### src/rtl/duck_round_ctrl.sv
// duck_round_ctrl -- round/duck sequencer for a duck-shooting game.
// Launches DUCKS_PER_ROUND ducks per round, times each flight, fall and
// between-round pause on a shared tick-driven 16-bit timer, and decides
// whether the player advances or the game ends. Every output is a flop.
module duck_round_ctrl #(
    parameter int DUCKS_PER_ROUND = 10,
    parameter int PASS_HITS       = 6,
    parameter int MAX_ROUNDS      = 9,
    parameter int FLIGHT_TICKS    = 5000,
    parameter int FALL_TICKS      = 2000,
    parameter int PAUSE_TICKS     = 3000
) (
    input  logic       clk,
    input  logic       rst_n,
    input  logic       tick,
    input  logic       hunt_start,
    input  logic       duck_hit,
    input  logic       out_of_ammo,
    output logic       duck_spawn,
    output logic       duck_active,
    output logic       duck_falling,
    output logic       duck_escaped,
    output logic [3:0] round_num,
    output logic [3:0] duck_count,
    output logic [3:0] hits_in_round,
    output logic       game_over
);

    typedef enum logic [2:0] {
        S_IDLE      = 3'd0,
        S_SPAWN     = 3'd1,
        S_FLYING    = 3'd2,
        S_FALLING   = 3'd3,
        S_ESCAPE    = 3'd4,
        S_ROUND_END = 3'd5,
        S_GAME_OVER = 3'd6
    } state_t;

    localparam logic [15:0] FLIGHT_LD = 16'(FLIGHT_TICKS);
    localparam logic [15:0] FALL_LD   = 16'(FALL_TICKS);
    localparam logic [15:0] PAUSE_LD  = 16'(PAUSE_TICKS);
    localparam logic [3:0]  DUCKS_4   = 4'(DUCKS_PER_ROUND);
    localparam logic [3:0]  PASS_4    = 4'(PASS_HITS);
    localparam logic [3:0]  MAX_4     = 4'(MAX_ROUNDS);

    state_t      state_r;
    state_t      state_s;
    logic [15:0] timer_r;
    logic [15:0] timer_s;
    logic [15:0] timer_dec_s;
    logic        expired_s;
    logic        last_duck_s;
    logic [3:0]  round_s;
    logic [3:0]  count_s;
    logic [3:0]  hits_s;

    // Next-state, timer and counter decisions. A phase's timer is loaded on
    // the edge that enters it, so a loaded value N spans N ticks before expiry.
    always_comb begin
        timer_dec_s = (tick && (timer_r != 16'd0)) ? (timer_r - 16'd1) : timer_r;
        expired_s   = (timer_r == 16'd0);
        last_duck_s = (duck_count == DUCKS_4);
        state_s     = state_r;
        timer_s     = timer_dec_s;
        round_s     = round_num;
        count_s     = duck_count;
        hits_s      = hits_in_round;
        case (state_r)
            S_IDLE: begin
                if (hunt_start) begin
                    state_s = S_SPAWN;
                    timer_s = FLIGHT_LD;
                    round_s = 4'd1;
                    count_s = 4'd0;
                    hits_s  = 4'd0;
                end else begin
                    timer_s = 16'd0;
                    round_s = 4'd0;
                    count_s = 4'd0;
                    hits_s  = 4'd0;
                end
            end
            S_SPAWN: begin
                if (!hunt_start) begin
                    state_s = S_IDLE;
                end else begin
                    state_s = S_FLYING;
                    count_s = (duck_count < DUCKS_4) ? (duck_count + 4'd1) : duck_count;
                end
            end
            S_FLYING: begin
                if (!hunt_start) begin
                    state_s = S_IDLE;
                end else if (duck_hit) begin
                    state_s = S_FALLING;
                    timer_s = FALL_LD;
                    hits_s  = (hits_in_round < 4'd15) ? (hits_in_round + 4'd1) : hits_in_round;
                end else if (expired_s || out_of_ammo) begin
                    state_s = S_ESCAPE;
                end else begin
                    state_s = S_FLYING;
                end
            end
            S_FALLING, S_ESCAPE: begin
                if (!hunt_start) begin
                    state_s = S_IDLE;
                end else if ((state_r == S_ESCAPE) || expired_s) begin
                    if (last_duck_s) begin
                        state_s = S_ROUND_END;
                        timer_s = PAUSE_LD;
                    end else begin
                        state_s = S_SPAWN;
                        timer_s = FLIGHT_LD;
                    end
                end else begin
                    state_s = state_r;
                end
            end
            S_ROUND_END: begin
                if (!hunt_start) begin
                    state_s = S_IDLE;
                end else if (expired_s) begin
                    if ((hits_in_round < PASS_4) || (round_num == MAX_4)) begin
                        state_s = S_GAME_OVER;
                    end else begin
                        state_s = S_SPAWN;
                        timer_s = FLIGHT_LD;
                        round_s = (round_num < MAX_4) ? (round_num + 4'd1) : round_num;
                        count_s = 4'd0;
                        hits_s  = 4'd0;
                    end
                end else begin
                    state_s = S_ROUND_END;
                end
            end
            S_GAME_OVER: begin
                if (!hunt_start) begin
                    state_s = S_IDLE;
                end else begin
                    state_s = S_GAME_OVER;
                end
            end
            default: begin
                state_s = S_IDLE;
            end
        endcase
        // Leaving for IDLE (abort or end of game) always clears everything.
        if (state_s == S_IDLE) begin
            timer_s = 16'd0;
            round_s = 4'd0;
            count_s = 4'd0;
            hits_s  = 4'd0;
        end else begin
            timer_s = timer_s;
        end
    end

    // State, timer, counters and state-decoded outputs, all registered together.
    always_ff @(posedge clk or negedge rst_n) begin
        if (!rst_n) begin
            state_r       <= S_IDLE;
            timer_r       <= 16'd0;
            round_num     <= 4'd0;
            duck_count    <= 4'd0;
            hits_in_round <= 4'd0;
            duck_spawn    <= 1'b0;
            duck_active   <= 1'b0;
            duck_falling  <= 1'b0;
            duck_escaped  <= 1'b0;
            game_over     <= 1'b0;
        end else begin
            state_r       <= state_s;
            timer_r       <= timer_s;
            round_num     <= round_s;
            duck_count    <= count_s;
            hits_in_round <= hits_s;
            duck_spawn    <= (state_s == S_SPAWN);
            duck_active   <= (state_s == S_FLYING);
            duck_falling  <= (state_s == S_FALLING);
            duck_escaped  <= (state_s == S_ESCAPE);
            game_over     <= (state_s == S_GAME_OVER);
        end
    end

endmodule

### config.mk
export PLATFORM = sky130hd
export DESIGN_NAME = duck_round_ctrl
export DESIGN_NICKNAME = d
export VERILOG_FILES = /design/src/rtl/duck_round_ctrl.sv
export SDC_FILE = /design/constraint.sdc
export NUM_CORES = 1
export LEC_CHECK = 0
export CORE_UTILIZATION = 50
export DETAILED_ROUTE_END_ITERATION = 10
export PLACE_DENSITY = 0.82
export SETUP_SLACK_MARGIN = 0.3
export SLEW_MARGIN = 15
export SYNTH_ARGS = -nofsm -noshare
export SYNTH_HDL_FRONTEND = slang
export SYNTH_SLANG_ARGS = --single-unit
### constraint.sdc
create_clock -name clk -period 3.1 [get_ports clk]
set_input_delay 0.31 -clock clk [delete_from_list [all_inputs] [get_ports clk]]
set_output_delay 0.31 -clock clk [all_outputs]
set_load 0.02 [all_outputs]
### Word-level counts from Yosys, hierarchy flattened

Index checks and enable logic that the tools add are counted.

* word-level logic and storage cells: 99
* bits in registers: 36
* input port bits: 6
* output and inout port bits: 17

* reduce and logical (&&, ||, !) cells: 15
* $add $sub $neg: 4
* muxes and demuxes: 44
* $lt $le $gt $ge: 4
* eq/ne operators: 22

Operators with widths (number)
* 16-bit two-way mux: 9
* 16-bit one-hot mux with 4 select lines: 1
* 4-bit two-way mux: 15
* 3-bit two-way mux: 11
* 3-bit != test (second input constant): 9
* 13-bit two-way mux: 2
* 4-bit one-hot mux with 3 select lines: 2
* 3-bit one-hot mux with 6 select lines: 1
* 16-bit logical NOT: 1
* 16-bit nonzero test: 1
* 16-bit by 1-bit subtractor with 16-bit output (second input constant): 1
* 3-bit == test (second input constant): 5
* 4-bit by 1-bit adder with 4-bit output (second input constant): 3
* 3-bit by 2-bit == test with 1-bit output (second input constant): 4
* 4-bit < comparator (second input constant): 3
* 4-bit == test (second input constant): 2
* 4-bit one-hot mux with 2 select lines: 1
* 4-bit nonzero test: 2
* 7-bit AND reduction: 1
* 3-bit by 1-bit == test with 1-bit output (second input constant): 2
* 3-bit logical NOT: 2
* 6-bit AND reduction: 1
* 5-bit AND reduction: 1
* 4-bit by 3-bit < comparator with 1-bit output (second input constant): 1
* other kinds (6): 8

### Depth between registers and ports, before layout

* word-level depth: 9
* mapped depth: 10

### Worst setup path after synthesis

No wires, ideal clock.

* path kind: register to register
* start point: reg timer_r[10]
* end point: reg timer_r[13]
* library setup time: 0.141 ns
* buffers on the path: 3
* stages on the path, launching flop included: 10
* slack: 0.690 ns
* arrival: 2.269 ns
* cells stage by stage: dfrtp_1 -> or4_1 -> buf_2 -> nor4_4 -> a21oi_2 -> a31oi_2 -> and4_1 -> buf_4 -> buf_6 -> nor3_1

* cells in the longest elaborated chain, start to end: 8

RTL lines
* from (decl): RTL line 48 `logic [15:0] timer_r;`
* from (signal assigned): RTL line 173 `timer_r <= timer_s;`
* parallel branches: the longest is 7 deep, another holds 16-bit by 1-bit subtractor with 16-bit output
* 16-bit two-way mux (*): RTL line 148 `if (state_s == S_IDLE) begin`
* net timer_s[13]: RTL line 49 `logic [15:0] timer_s;`

Mark *: on every way through the listed nets, which the timed path passes.
A chain may end at the register's enable or synchronous reset.

### Worst setup path after layout

* start point: reg timer_r[2]
* end point: reg timer_r[5]

The elaborated chain is that of the path after synthesis.

==> results by group <==
Run status
  • Status: complete, but fails checks
  • Failing checks: DRC

Global route
  • GRT Util Overall: between 20 and 25%
  • Total gr overflow: 0
  • Largest net degree at the start of global routing: 37
  • Vias in the first global route: 1970
  • Global-route wire length before repair: 9.11 mm
  • Initial antenna violation count: 0

Yosys
  • Most common cell in the netlist: dfrtp_1
  • Cells after Synth: 283
  • Yosys reg bits: 36
  • Compound-cell area share of the yosys netlist: 19.3%
  • Cell Area, Synth: 2380 um^2
  • Largest area contributor in the netlist: dfrtp_1
  • Warnings, synthesis: 0
  • Post-synth EDFFs: 0
  • Mux share of post-synthesis cell area: 0.421%
  • Post-synth top area share: between 30 and 40%
  • Syn Nets: 296
  • Sequential-to-total area share from yosys stat: 37.9%
  • Top cells by area, synth: dfrtp_1, nor2_1, a21oi_1
  • Library cells used by synthesis: between 50 and 60
  • Post-Synth Adder-Cell Area: 3.68%
  • Xor and xnor area share after synthesis: about 4.1%
  • Syn_area_per_cell: 8.40 um^2
  • Asr flop ratio synth: 100%
  • Synth cell count leaders: dfrtp_1, nor2_1, a21oi_1
  • Main synth FF type: dfrtp_1
  • Post-synthesis simple-gate area fraction: 29.7%
  • Largest family of logic cells by synthesized area: simple AND/OR/NAND/NOR gates

Clocking
  • CTS buffer count: 5
  • Clock Tree Root: clkbuf_8
  • Post-CTS resize count: 0
  • CTS Hold Bufs: 0
  • H-tree depth: 2
  • Post-CTS Setup Inserts: 0
  • Clk slew on worst S/H paths: 0.07 ns
  • Clock Latency Late Sink: just under 0.3 ns
  • Clock Sink Count: 36
  • Clock Tree Buf Depth: 2
  • CTS tree: built

Critical path
  • CP arrival: 2.84 ns
  • Critical path data required time: 3.32 ns
  • CP startpoint kind: flop
  • Setup crit start: timer_r[2]
  • Slowest-stage cell, CP: or4_1
  • Crit-path max FO: 12
  • Crit end category: flop
  • Max incr delay on CP: 0.69 ns
  • Crit-path cells: or4_1, nor4_4, buf_4, o221a_2, and4b_1, o21ba_2, nor2_1
  • R2R Path Start: timer_r[2]
  • Critical path type: reg -> reg

Timing
  • TNS Setup: 0 ns
  • Final Skew: 0.00663 ns
  • Final setup vio count: 0
  • Slew Limit Fails: 0
  • Hold Vio Cnt, Final: 0
  • Final period util: 84.3%
  • Fin Hold WS: 0.114 ns
  • Max Fclk: around 380 MHz
  • Unrepaired setup endpoints after global routing: false
  • Slew Limit Headroom: 42.5%
  • Minimum clock period: 2.61 ns
  • Worst Tran Pin Value: 0.856 ns

Final layout
  • Antenna cells: 0
  • Post-route cell area: roughly 2700 um^2
  • Fin cells: 356
  • Final net count: between 300 and 400
  • Area Overhead vs Synth: 13.9%
  • Layout filler cell count: between 300 and 400
  • Fraction of layout cells with a size suffix above 1: 7.24%

Min path
  • Hold WC Path Type: in -> async

Power
  • Design Power: between 2 and 2.5 mW
  • Int Pwr: 1.28 mW
  • Part of the power in the clock network: 14.5%
  • PwrDens: 878 nW/um^2
  • Comb pwr share: a little under three fifths
  • Pleak: 1.19 nW
  • Switching part of the total: a little under half
  • Flop pwr share: roughly 30%
  • Net Switching: around 1.1 mW
  • Peak supply drop: 0.490 mV

Floorplan
  • Core footprint: between 4000 and 5000 um^2
  • Die height: roughly 71 um
  • Die W: ~71 um
  • Ports: 23
  • # rows: 24
  • Initial Utilization: 53.1%
  • Die area: 5030 um^2

Place
  • Post-DP HPWL: 3.77 mm
  • DP Cell Count: 348
  • GPL Wtd Cong: 0.891
  • Port-buffer cells: 22
  • Placed cell area: 2620 um^2

Route
  • Detailed-route DRC error count: 1
  • Via-to-Cell Ratio: 6.16
  • Antenna Nets Post-Route: 0
  • Wire length per cell: 15.4 um
  • Routed WL: 5.47 mm
  • Initial DRC Count: roughly 210
  • Drt pass-1 iters: 7
  • Via count: 2193

Flow run
  • MaxCap Viol Count: 0
==> registers in the layout, summed over array words and instances, names as in the netlist <==
signal,count
duck_active,1
game_over,1
duck_count,4
round_num,4
duck_spawn,1
duck_falling,1
duck_escaped,1
hits_in_round,4
state_r,3
timer_r,16
==> final cells by class <==
| class | count | area (um^2) | area share (%) |
|---|---|---|---|
| inverters | 11 | 41.3 | 1.52 |
| flip-flops and latches | 36 | 901 | 33.3 |
| multi-input cells | 222 | 1360 | 50.2 |
| clock buffers | 8 | 90.1 | 3.33 |
| repair buffers | 27 | 253 | 9.33 |
| well taps | 52 | 65.1 | 2.40 |
==> critical path, delay by kind of cell, from the launching register on <==
kind / cells / cell delay, ns
buffers and inverters: 1 / 0.26
AOI/OAI and AO/OA: 2 / 0.43
DFF: 1 / 0.44
and+or+nand+nor: 4 / 1.42
==> final timing paths <==
path	endpoint	slack [ns]	cells after the start
min reg2reg	timer_r[13]	0.56	2
max in group asynchronous	round_num[1]	2.48	1
min in group clk	timer_r[13]	0.56	2
max	timer_r[5]	0.49	7
max reg2reg	timer_r[5]	0.49	7
min	timer_r[15]	0.11	1
==> cell usage in the layout, fill, tap and decap left out, types with 3 or more instances in the layout <==
cell,n
a21oi_1,23
a31oi_1,7
and2_1,4
and3_1,5
buf_4,5
clkbuf_8,6
clkdlybuf4s50_1,21
dfrtp_1,36
ha_1,7
inv_1,11
nand2_1,21
nand2b_1,5
nand3_1,15
nand3b_1,4
nand4b_1,3
nor2_1,32
nor2b_1,3
nor3_1,17
nor4_1,7
o21ai_0,16
or3_1,7
or4_1,4
xnor2_1,8
xor2_1,3
==> per-stage QoR <==
| step | utilization, % | setup slack [ns] |
|---|---|---|
| 6_report | 60.5 | 0.485 |
| 2_1_floorplan | - | 0.690 |
| 3_5_place_dp | 58.5 | 0.339 |
| 5_1_grt | 60.5 | 0.305 |
| 3_3_place_gp | 58.5 | 0.387 |
| 4_1_cts | 60.5 | 0.488 |
==> power by group through the flow <==
stage	sequential, mW	combinational [mW]	clock, mW
after floorplan	0.698	1.02	0
after global placement	0.720	1.27	0
after detailed placement	0.721	1.29	0
after CTS	0.715	1.30	0.353
after global routing	0.740	1.44	0.368
final	0.719	1.31	0.346
==> layer usage <==
metal | part of all wire [%] | vias up | GRT usage, %
met5 | 0 | - | 0
met4 | 1.8 | 0 | 8.67
met3 | 6.4 | 13 | 4.27
met2 | 43 | 76 | 34.3
met1 | 49 | 1032 | 32.8
li1 | - | 1072 | -
==> cells by family after synthesis <==
| group | Yosys count |
|---|---|
| simple gates | 133 |
| compound gates | 70 |
| flops | 36 |
| buf+inv | 25 |
| xor+xnor | 11 |
| fa+ha+maj | 7 |
| mux | 1 |
(Power assumes the default switching activity.)
